File: src/rtl/proj_qsys_cpu_oci_trace_pkg.sv
// Shared types and defaults for the OCI trace capture block.
package proj_qsys_cpu_oci_trace_pkg;

  localparam int unsigned DataWDefault = 30;
  localparam int unsigned CntWDefault  = 4;
  localparam int unsigned DepthDefault = 16;

  // Capture-control states: live capture, frozen on request, ended by the test.
  typedef enum logic [1:0] {
    StCapture = 2'd0,
    StFrozen  = 2'd1,
    StEnded   = 2'd2
  } trace_state_e;

  // End-of-test outranks a freeze request raised in the same cycle.
  // The unused encoding falls back to StCapture.
  function automatic trace_state_e trace_next_state(trace_state_e st, logic ending,
                                                    logic has_ended);
    trace_state_e nxt;
    nxt = st;
    unique case (st)
      StCapture: begin
        if (has_ended) begin
          nxt = StEnded;
        end else if (ending) begin
          nxt = StFrozen;
        end
      end
      StFrozen: begin
        if (has_ended) begin
          nxt = StEnded;
        end
      end
      StEnded: nxt = StEnded;
      default: nxt = StCapture;
    endcase
    return nxt;
  endfunction

endpackage

File: src/rtl/proj_qsys_cpu_oci_trace_fifo.sv
// Circular capture buffer with registered pop output and overwrite/drop-on-full policy.
module proj_qsys_cpu_oci_trace_fifo
  import proj_qsys_cpu_oci_trace_pkg::*;
#(
  parameter int unsigned  DATA_W    = DataWDefault,
  parameter int unsigned  DEPTH     = DepthDefault,
  parameter bit           OVERWRITE = 1'b1,
  localparam int unsigned AddrW     = $clog2(DEPTH),
  localparam int unsigned LvlW      = AddrW + 1
) (
  input  logic              clk_i,
  input  logic              rst_ni,
  input  logic              wr_en_i,
  input  logic [DATA_W-1:0] wr_data_i,
  input  logic              rd_req_i,
  output logic [DATA_W-1:0] rd_data_o,
  output logic              rd_valid_o,
  output logic [LvlW-1:0]   level_o,
  output logic              ovf_o
);

  logic [DATA_W-1:0] mem_q [DEPTH];
  logic [AddrW-1:0]  wr_ptr_q, wr_ptr_d;
  logic [AddrW-1:0]  rd_ptr_q, rd_ptr_d;
  logic [LvlW-1:0]   level_q, level_d;
  logic [DATA_W-1:0] rd_data_q, rd_data_d;
  logic              rd_valid_q, rd_valid_d;

  logic empty, full;
  logic rd_acc, wr_acc, drop_oldest;

  assign empty = (level_q == '0);
  assign full  = (level_q == LvlW'(DEPTH));

  // A read frees a slot in the same cycle, so a full buffer with a read pending
  // takes the write as a plain pop+push and reports no overflow.
  assign rd_acc      = rd_req_i && !empty;
  assign wr_acc      = wr_en_i && (!full || rd_acc || OVERWRITE);
  assign drop_oldest = wr_en_i && full && !rd_acc && OVERWRITE;
  assign ovf_o       = wr_en_i && full && !rd_acc;

  // Pointer, level and read-port next state.
  always_comb begin
    wr_ptr_d   = wr_ptr_q;
    rd_ptr_d   = rd_ptr_q;
    level_d    = level_q;
    rd_data_d  = rd_data_q;
    rd_valid_d = rd_acc;

    if (wr_acc) begin
      wr_ptr_d = wr_ptr_q + AddrW'(1);
    end
    if (rd_acc || drop_oldest) begin
      rd_ptr_d = rd_ptr_q + AddrW'(1);
    end
    if (rd_acc) begin
      rd_data_d = mem_q[rd_ptr_q];
    end

    if (wr_acc && !rd_acc && !full) begin
      level_d = level_q + LvlW'(1);
    end else if (rd_acc && !wr_acc) begin
      level_d = level_q - LvlW'(1);
    end
  end

  // Control state, synchronous active-low reset.
  always_ff @(posedge clk_i) begin
    if (!rst_ni) begin
      wr_ptr_q   <= '0;
      rd_ptr_q   <= '0;
      level_q    <= '0;
      rd_data_q  <= '0;
      rd_valid_q <= 1'b0;
    end else begin
      wr_ptr_q   <= wr_ptr_d;
      rd_ptr_q   <= rd_ptr_d;
      level_q    <= level_d;
      rd_data_q  <= rd_data_d;
      rd_valid_q <= rd_valid_d;
    end
  end

  // Storage is left unreset; a pop reads the old word even when the same slot is rewritten.
  always_ff @(posedge clk_i) begin
    if (rst_ni && wr_acc) begin
      mem_q[wr_ptr_q] <= wr_data_i;
    end
  end

  assign rd_data_o  = rd_data_q;
  assign rd_valid_o = rd_valid_q;
  assign level_o    = level_q;

endmodule

File: src/rtl/proj_qsys_cpu_oci_trace_capture.sv
// OCI trace capture: count-change detection, freeze/end control and a capture buffer.
module proj_qsys_cpu_oci_trace_capture
  import proj_qsys_cpu_oci_trace_pkg::*;
#(
  parameter int unsigned  DATA_W    = DataWDefault,
  parameter int unsigned  CNT_W     = CntWDefault,
  parameter int unsigned  DEPTH     = DepthDefault,
  parameter bit           OVERWRITE = 1'b1,
  localparam int unsigned ADDR_W    = $clog2(DEPTH)
) (
  input  logic              clk,
  input  logic              reset_n,
  input  logic [DATA_W-1:0] dct_buffer,
  input  logic [CNT_W-1:0]  dct_count,
  input  logic              test_ending,
  input  logic              test_has_ended,
  input  logic              rd_req,
  output logic [DATA_W-1:0] rd_data,
  output logic              rd_valid,
  output logic [ADDR_W:0]   level,
  output logic              overflow,
  output logic              frozen,
  output logic              ended
);

  logic [CNT_W-1:0] prev_count_q;
  trace_state_e     state_q, state_d;
  logic             frozen_q, ended_q;
  logic             overflow_q;
  logic             capture;
  logic             ovf_evt;

  // Capture is decided on the current state, so a word arriving with test_ending is kept.
  assign capture = (state_q == StCapture) && (dct_count != prev_count_q);
  assign state_d = trace_next_state(state_q, test_ending, test_has_ended);

  // Track the last seen count to detect a new word.
  always_ff @(posedge clk) begin
    if (!reset_n) begin
      prev_count_q <= '0;
    end else begin
      prev_count_q <= dct_count;
    end
  end

  // Capture-control FSM with registered frozen/ended flags.
  always_ff @(posedge clk) begin
    if (!reset_n) begin
      state_q  <= StCapture;
      frozen_q <= 1'b0;
      ended_q  <= 1'b0;
    end else begin
      state_q  <= state_d;
      frozen_q <= (state_d != StCapture);
      ended_q  <= (state_d == StEnded);
    end
  end

  // Sticky overflow flag, cleared only by reset.
  always_ff @(posedge clk) begin
    if (!reset_n) begin
      overflow_q <= 1'b0;
    end else if (ovf_evt) begin
      overflow_q <= 1'b1;
    end
  end

  proj_qsys_cpu_oci_trace_fifo #(
    .DATA_W    (DATA_W),
    .DEPTH     (DEPTH),
    .OVERWRITE (OVERWRITE)
  ) u_fifo (
    .clk_i      (clk),
    .rst_ni     (reset_n),
    .wr_en_i    (capture),
    .wr_data_i  (dct_buffer),
    .rd_req_i   (rd_req),
    .rd_data_o  (rd_data),
    .rd_valid_o (rd_valid),
    .level_o    (level),
    .ovf_o      (ovf_evt)
  );

  assign overflow = overflow_q;
  assign frozen   = frozen_q;
  assign ended    = ended_q;

endmodule
File: config.mk
export PLATFORM = sky130hd
export DESIGN_NAME = proj_qsys_cpu_oci_trace_capture
export DESIGN_NICKNAME = d
export VERILOG_FILES = /design/src/rtl/proj_qsys_cpu_oci_trace_pkg.sv /design/src/rtl/proj_qsys_cpu_oci_trace_fifo.sv /design/src/rtl/proj_qsys_cpu_oci_trace_capture.sv
export SDC_FILE = /design/constraint.sdc
export NUM_CORES = 1
export LEC_CHECK = 0
export ABC_AREA = 1
export CORE_AREA = 2 2 227 229
export CTS_CLUSTER_SIZE = 30
export DETAILED_ROUTE_END_ITERATION = 8
export DIE_AREA = 0 0 229 231
export PLACE_DENSITY = 0.71
export SETUP_SLACK_MARGIN = 0.5
export SLEW_MARGIN = 5
export SYNTH_ARGS = -nofsm -noshare
export SYNTH_HDL_FRONTEND = slang
export SYNTH_HIERARCHICAL = 1
export SYNTH_SLANG_ARGS = --single-unit
export TNS_END_PERCENT = 5
File: constraint.sdc
create_clock -name clk -period 6.9 [get_ports clk]
set_clock_uncertainty 0.1 [all_clocks]
set_input_delay 1.38 -clock clk [delete_from_list [all_inputs] [get_ports clk]]
set_output_delay 1.38 -clock clk [all_outputs]
set_load 0.02 [all_outputs]
* Word-level counts from Yosys, hierarchy flattened *
Memory sizes are Yosys's and may differ from the RTL's. A register that Yosys moved wholly into a read port is not among the register bits.
Index checks and enable logic that the tools add are counted.
W data, S select, Z words.

word-level totals
  bits in registers = 23
  memory bits (writable) = 480
  input port bits = 39
  logic and storage cells = 45
  memories kept = 1

operators by class
  add/subtract/negate cells = 4
  eq/ne operators = 5
  multiplexer cells = 8
  reductions and logical operators = 18

memory list
  name          words  bits a word  read ports  clocked after memory_dff  wr ports  line                                source
  u_fifo.mem_q  16     30           1           1                         1         proj_qsys_cpu_oci_trace_fifo.sv:22  logic [DATA_W-1:0] mem_q [DEPTH];

operator list
  kind                   count
  $mux W5                2
  $add A4 B1 Y4 const B  2
  $logic_and A1 B1 Y1    8
  $mux W2                3
  $pmux W2 S3            1
  $add A5 B1 Y5 const B  1
  $eq A5 B5 Y1 const B   1
  $logic_not A1 Y1       5
  $logic_not A5 Y1       1
  $sub A5 B1 Y5 const B  1
  $eq A2 B2 Y1 const B   2
  $ne A4 B4 Y1           1
  $reduce_bool A2 Y1     2
  $eq A2 B1 Y1 const B   1
  $logic_not A2 Y1       1
  $mux W1                2
  $logic_or A1 B1 Y1     1

* Longest topological paths before layout *
Gate-level depths: netlist of run 1.

  word-level depth = 7
  mapped depth = 17
  depth with buffers taken out = 17

* Modules after synthesis *
The synthesis of run 1 kept the hierarchy.

modules (own cells, without submodules)
  module                           instances  cells each  area each (sq um)  seq. area each (sq um)
  proj_qsys_cpu_oci_trace_fifo     1          2160        22157.5            15294.7
  proj_qsys_cpu_oci_trace_capture  1          54          367.9              180.2

* Least setup slack after synthesis of run 1 *
Ideal clock, no wire load.

  path type = input -> register
  from = input dct_count[1]
  to = memory u_fifo/mem_q[0][0] (netlist bit), enable pin
  library setup time = 0.417 ns
  arrival = 3.402 ns
  data required time = 6.383 ns
  path slack = 2.982 ns
  cell stages on the path = 9
  buffers on the path = 0
  cell sequence = inv_1 nand2_1 nand2_1 nor2_1 a21oi_1 nand2_1 inv_1 nand2_1 nor2_1

between the ends
  word-level cells in the longest chain between the ends = 5

ends and longest elaborated chain
  what                           line                                   source
  from (decl)                    proj_qsys_cpu_oci_trace_capture.sv:14  input logic [CNT_W-1:0] dct_count,
  $ne A4 B4 Y1                   proj_qsys_cpu_oci_trace_capture.sv:34  assign capture = (state_q == StCapture) && (dct_count != prev_count_q);
  $logic_and A1 B1 Y1            proj_qsys_cpu_oci_trace_capture.sv:34
  named net capture              proj_qsys_cpu_oci_trace_capture.sv:30  logic capture;
  $logic_and A1 B1 Y1            proj_qsys_cpu_oci_trace_fifo.sv:86     if (rst_ni && wr_acc) begin
  $mux W1                        proj_qsys_cpu_oci_trace_fifo.sv:86
  $mux W1 (implied by the code)  proj_qsys_cpu_oci_trace_fifo.sv:87     mem_q[wr_ptr_q] <= wr_data_i;
  to (decl)                      proj_qsys_cpu_oci_trace_fifo.sv:22

The timed path passes the listed nets, and every way through them passes these cells.

* Worst setup path after layout of run 1 *
  from = input dct_count[0]
  to = memory u_fifo/mem_q[11][22] (netlist bit), enable pin

The elaborated chain is that of the path after synthesis.

==> results of run 1 <==
[power groups by stage]
stage                     logic, W  clock network (W)  registers (W)
after CTS                  0.00206            0.00278        0.00380
after detailed placement   0.00204                  0        0.00387
final                      0.00207            0.00273        0.00380
after global routing       0.00230            0.00290        0.00382
after global placement     0.00199                  0        0.00386
after floorplan            0.00144                  0        0.00386
[worst reg2reg max path, delay by kind of cell, from the launching register on]
kind / cells / cell delay, ns
buffers and inverters: 3 / 1.16
flip-flops: 1 / 1.02
AND/OR/NAND/NOR: 7 / 0.82
[routing by layer]
layer	GRT usage	vias up	wire length, um
met3	0.0350	95	3780
li1	-	7242	-
met1	0.254	7207	21300
met4	0.0639	0	1380
met5	0	-	0
met2	0.328	592	24800
[layout make-up]
class | instances | area share
Sequential cell | 533 | 0.608
Multi-Input combinational cell | 1267 | 0.215
Clock buffer | 76 | 0.0571
Inverter | 303 | 0.0450
Timing Repair Buffer | 89 | 0.0338
Tap cell | 680 | 0.0334
Clock inverter | 23 | 0.00767
[stage by stage]
step,setup WS (ns),utilization
2_1_floorplan,2.98,-
4_1_cts,2.96,0.502
3_3_place_gp,2.47,0.470
3_5_place_dp,2.34,0.470
6_report,2.93,0.502
5_1_grt,2.73,0.502
[state kept, by name, summed over array words and instances (netlist names), 2 cells and up]
register	cells
u_fifo/mem_q	480
u_fifo/rd_data_o	30
u_fifo/level_o	5
prev_count_q	4
u_fifo/rd_ptr_q	4
u_fifo/wr_ptr_q	4
state_q	2
[logic make-up after synthesis]
kind of cell	count (synthesis)	synth area share
AOI/OAI and AO/OA	21	0.00539
and+or+nand+nor	1234	0.225
DFF	533	0.687
adders and majority gates	9	0.00533
xor gates and xnor gates	3	0.00117
buffers and inverters	414	0.0758
[worst min path at each step]
stage,to,slack [ns],depth (start not counted)
after global placement,overflow$_SDFFE_PN0P_,0.36,2
after detailed placement,overflow$_SDFFE_PN0P_,0.37,2
after global routing,overflow$_SDFFE_PN0P_,0.42,2
after CTS,overflow$_SDFFE_PN0P_,0.38,2
after floorplan,u_fifo/wr_ptr_q[0]$_SDFFE_PN0P_,0.41,2
final,overflow$_SDFFE_PN0P_,0.38,2
[cell usage after synthesis, types with 2 or more instances]
library cell	number
xor2_1	3
nand2_2	2
dfxtp_1	53
nand2_1	794
inv_1	298
nor2_1	92
buf_1	10
a21oi_1	15
ha_1	8
clkbuf_1	21
nand3_1	342
buf_4	13
inv_2	3
edfxtp_1	480
o21ai_0	2
buf_2	64
buf_6	3
==> results.yml, run 1 <==
critical_path:
  rr_endpoint: "u_fifo/rd_data_o[26]$_SDFFE_PN0P_"
  r2r-start: "u_fifo/rd_ptr_q[0]$_SDFFE_PN0P_"
  worstRegToRegCells: 10
  cp-endpoint: "u_fifo/mem_q[11][22]$_DFFE_PP_"
  cp_cell_sequence: "clkdlybuf4s50_1 -> nand2_1 -> nand2_1 -> nor2_1 -> a21oi_1 -> nand3_1 -> nor2_4"
  cp.depth: 7
  rrSetupSlack_ns: 3.72
  crit_path_start: "dct_count[0]"
  slowest_stage: "nor2_4"
  critPathTopFamily: "simple AND/OR/NAND/NOR gates"
  cp.arrival_ns: 4.07
  critical_path.most_common_cell: "nand2_1"
  endpoint_kind: "flop"
  crit_required_ns: 7.00
  cpPeakStageDelay_ns: 1.02
  crit_type: "input pin to flop"
  worstPathMaxFanout: 30
  start_kind: "input pin"
  cp_num_buf_inv: 1
cts:
  root_buffer: "clkbuf_16"
  htree_levels: 2
  path_clk_slew_ns: 0.06
  cts_buffers: 53
  clock_latency_ns: 0.59
  cts_tree: "done"
  hold_buffers: 0
  cts_setup_buffers: 0
  clock_path_buffers: 3
  clock-sinks: 533
  ctsResizeCount: 0
route:
  viasPerCell: 5.09
  route.detailed.drc: 0
  dr_total_vias: 15100
  drt_iter0_drc: 1492
  ant_nets: 0
  routedWlPerCell_um: 17.3
  routed_wl_um: 51300
  dr.pass1.iters: 6
power_and_ir_drop:
  p_comb_frac: 0.240
  p_sw_frac: 0.315
  p_total_w: 0.00860
  clock_power_share: 0.318
  seq_power_share: 0.442
  internal_power_w: 0.00589
  power_density_nw_per_um2: 338
  p_leak_nw: 10.5
  p_sw_w: 0.00271
  irDropWorstVdd_uv: 333
timing:
  worstMarginPinSlew_ns: 1.24
  hold_violations: 0
  fin_crit_sh: 0.575
  holdWs_ns: 0.376
  clock.fmax_ghz: 0.252
  finalSetupTns_ns: 0
  rsz0062_at_grt: "false"
  finalMaxSlewViolations: 0
  max_slew_margin: 0.168
  post-route-min-period_ns: 3.97
  setup_viol: 0
global_routing:
  grt_pass1_wl_um: 80600
  grt_start_max_net_pins: 103
  grtUsageTotal: 0.194
  grt.overflow.total: 0
  antenna_found_initial: 1
  grt_pass1_vias: 14800
cells_and_area:
  syn2layout_area_growth_pct: 13.0
  nNetsFinal: 2295
  final_cells: 2971
  drive_gt1_frac: 0.0480
  postLayoutCellArea_um2: 25500
  diodes: 0
  final_cell_mix: "nand2_1 (794), edfxtp_1 (480), nand3_1 (342), inv_1 (297), clkdlybuf4s50_1 (77)"
  register_area_um2: 15500
  multi_input_area_um2: 5460
  n_fill_cell: 4421
  final_common_cell: "nand2_1"
floorplanning:
  die-area_um2: 52900
  rows: 83
  start_util: 0.444
  die-width_um: 229
  core_area_um2: 50700
  die-height_um: 231
  num_io_pins: 78
placed_design:
  place_area_um2: 23800
  io_buffer_count: 77
  detailed_place_hpwl_um: 27600
  placed_cells: 2872
  place.gp.congestion: 0.785
synth:
  synth_top_flop_cell: "edfxtp_1"
  yosysSeqAreaShare: 0.687
  ys_ff_latch: 533
  synth_area_leaders: "edfxtp_1 (64%), nand2_1 (13%), nand3_1 (7.6%)"
  netlist_instances: 2214
  synth.net_count: 2262
  yosys.area.top_type: "edfxtp_1"
  synth-edff-count: 480
  syn_area_um2: 22500
  ys_types: 28
  avgSynthCellArea_um2: 10.2
  async_reset_ff_frac: 0
  synth_top_area_share: 0.640
  yosys_warnings: 6
outcome:
  status: "finished clean"
worst_hold_path:
  hp-class: "flop to flop"
  hold_start: "overflow$_SDFFE_PN0P_"
flow_run:
  maxCapViolations: 0
(Power assumes the default switching activity.)
==> inputs of run 2 (changes only) <==
- clock period: 6.9 -> 4.1 ns (I/O delays scaled with it)
==> results.yml, run 2 (synthesized netlist as in run 1, its figures left out) <==
cts:
  cts_buffers: 54
  cts_setup_buffers: 0
  hold_buffers: 0
  cts_tree: "done"
  clock_path_buffers: 3
  htree_levels: 2
  root_buffer: "clkbuf_16"
  path_clk_slew_ns: 0.06
  ctsResizeCount: 0
  clock-sinks: 533
  clock_latency_ns: 0.63
critical_path:
  worstRegToRegCells: 8
  cp_num_buf_inv: 4
  crit_type: "input pin to flop"
  rrSetupSlack_ns: 1.63
  worstPathMaxFanout: 9
  r2r-start: "u_fifo/rd_ptr_q[1]$_SDFFE_PN0P_"
  cp_cell_sequence: "clkdlybuf4s50_1 -> nand2_1 -> nand2_1 -> nor2_1 -> a21oi_1 -> buf_4 -> nand2_1 -> inv_1 -> nand2_2 -> fa_1 -> a21oi_1 -> nor2_1 -> nor2_1 -> inv_1 -> nand2_1 -> nand3_1 -> nand2_1 -> nor2_1"
  critPathTopFamily: "buffers and inverters"
  start_kind: "input pin"
  rr_endpoint: "u_fifo/rd_data_o[11]$_SDFFE_PN0P_"
  endpoint_kind: "flop"
  critical_path.most_common_cell: "nand2_1"
  cp.arrival_ns: 3.18
  slowest_stage: "clkdlybuf4s50_1"
  cpPeakStageDelay_ns: 0.51
  crit_required_ns: 4.51
global_routing:
  grt_start_max_net_pins: 245
  grt_pass1_wl_um: 83200
  grt_pass1_vias: 15000
  antenna_found_initial: 0
  grtUsageTotal: 0.201
  grt.overflow.total: 0
floorplanning:
  rows: 83
  die-width_um: 229
  die-height_um: 231
  num_io_pins: 78
  start_util: 0.444
  core_area_um2: 50700
  die-area_um2: 52900
route:
  dr_total_vias: 15200
  viasPerCell: 5.08
  routedWlPerCell_um: 17.6
  ant_nets: 0
  dr.pass1.iters: 5
  drt_iter0_drc: 1519
  routed_wl_um: 52900
  route.detailed.drc: 0
timing:
  post-route-min-period_ns: 2.77
  hold_violations: 0
  clock.fmax_ghz: 0.361
  fin_crit_sh: 0.676
  rsz0062_at_grt: "false"
  setup_viol: 0
  finalMaxSlewViolations: 0
  worstMarginPinSlew_ns: 1.39
  max_slew_margin: 0.0728
  finalSetupTns_ns: 0
worst_hold_path:
  min_to: "overflow$_SDFFE_PN0P_"
  hp-class: "flop to flop"
  whs_path_depth: 2
  hold_start: "overflow$_SDFFE_PN0P_"
power_and_ir_drop:
  seq_power_share: 0.427
  internal_power_w: 0.0100
  irDropWorstVdd_uv: 616
  p_sw_w: 0.00472
  clock_power_share: 0.323
  p_sw_frac: 0.320
  p_comb_frac: 0.249
  p_leak_nw: 10.7
  power_density_nw_per_um2: 570
cells_and_area:
  syn2layout_area_growth_pct: 14.9
  final_cell_mix: "nand2_1 (794), edfxtp_1 (480), nand3_1 (342), inv_1 (297), clkdlybuf4s50_1 (77)"
  final_cells: 3000
  drive_gt1_frac: 0.0603
  diodes: 0
  final_common_cell: "nand2_1"
  utilization: 0.511
  regMostFlops: "u_fifo/mem_q"
  nNetsFinal: 2322
  largest_reg_flops: 480
  postLayoutCellArea_um2: 25900
placed_design:
  place.gp.congestion: 0.805
  place_area_um2: 24100
  io_buffer_count: 77
  placed_cells: 2898
  detailed_place_hpwl_um: 30400
flow_run:
  maxCapViolations: 0
outcome:
  status: "finished clean"
==> run 2: cell count changes in the layout (fill, tap and decap cells not counted), sizes merged <==
cell and delta:
buf +26, clkbuf -5, clkinv +12, clkinvlp -2, inv -2
==> run 2: final cells by class <==
type / count / area [um2]
Sequential cell: 533 / 15500
Clock inverter: 31 / 280
Clock buffer: 71 / 1460
Timing Repair Buffer: 115 / 1190
Tap cell: 680 / 851
Inverter: 303 / 1140
Multi-Input combinational cell: 1267 / 5460
Fill cell: 4447 / 24800
==> run 2: per-stage QoR <==
step	hold WS, ns	worst slack (ns)	power (W)
finish	0.385	1.33	0.0147
global route	0.415	1.16	0.0155
CTS	0.394	1.40	0.0148
detailed placement	0.376	0.760	0.0101
global placement	0.367	0.797	0.00999
floorplan	0.409	0.742	0.00893
==> run 2: worst register-to-register path, delay by kind of cell (launching register included) <==
kind          cells  cell delay [ns]
simple gates      5             0.66
flops             1             0.48
buf+inv           3             1.16
==> run 2: how the worst max path moves through the flow <==
stage / start / end / slack, ns / cells after the start
6_report: dct_count[0] / u_fifo/level_o[4]$_SDFFE_PN0P_ / 1.33 / 18
5_1_grt: dct_count[0] / u_fifo/level_o[4]$_SDFFE_PN0P_ / 1.16 / 18
4_1_cts: dct_count[2] / u_fifo/mem_q[10][1]$_DFFE_PP_ / 1.40 / 11
3_5_place_dp: dct_count[2] / u_fifo/level_o[4]$_SDFFE_PN0P_ / 0.76 / 18
3_3_place_gp: dct_count[1] / u_fifo/level_o[4]$_SDFFE_PN0P_ / 0.80 / 18
2_1_floorplan: dct_count[1] / u_fifo/mem_q[0][0]$_DFFE_PP_ / 0.74 / 9
==> run 2: power groups by stage <==
stage / Combinational (W) / Sequential (W) / Clock [W]
global placement: 0.00357 / 0.00641 / 0
finish: 0.00368 / 0.00630 / 0.00477
global route: 0.00408 / 0.00633 / 0.00506
CTS: 0.00366 / 0.00631 / 0.00484
detailed placement: 0.00365 / 0.00642 / 0
floorplan: 0.00242 / 0.00650 / 0
==> run 2: per-layer routing <==
| layer | GRT usage | vias to the layer above | wire [um] |
|---|---|---|---|
| met5 | 0 | - | 0 |
| met4 | 0.0834 | 0 | 1870 |
| met3 | 0.0348 | 110 | 3840 |
| met2 | 0.333 | 605 | 25400 |
| met1 | 0.262 | 7230 | 21800 |
| li1 | - | 7285 | - |
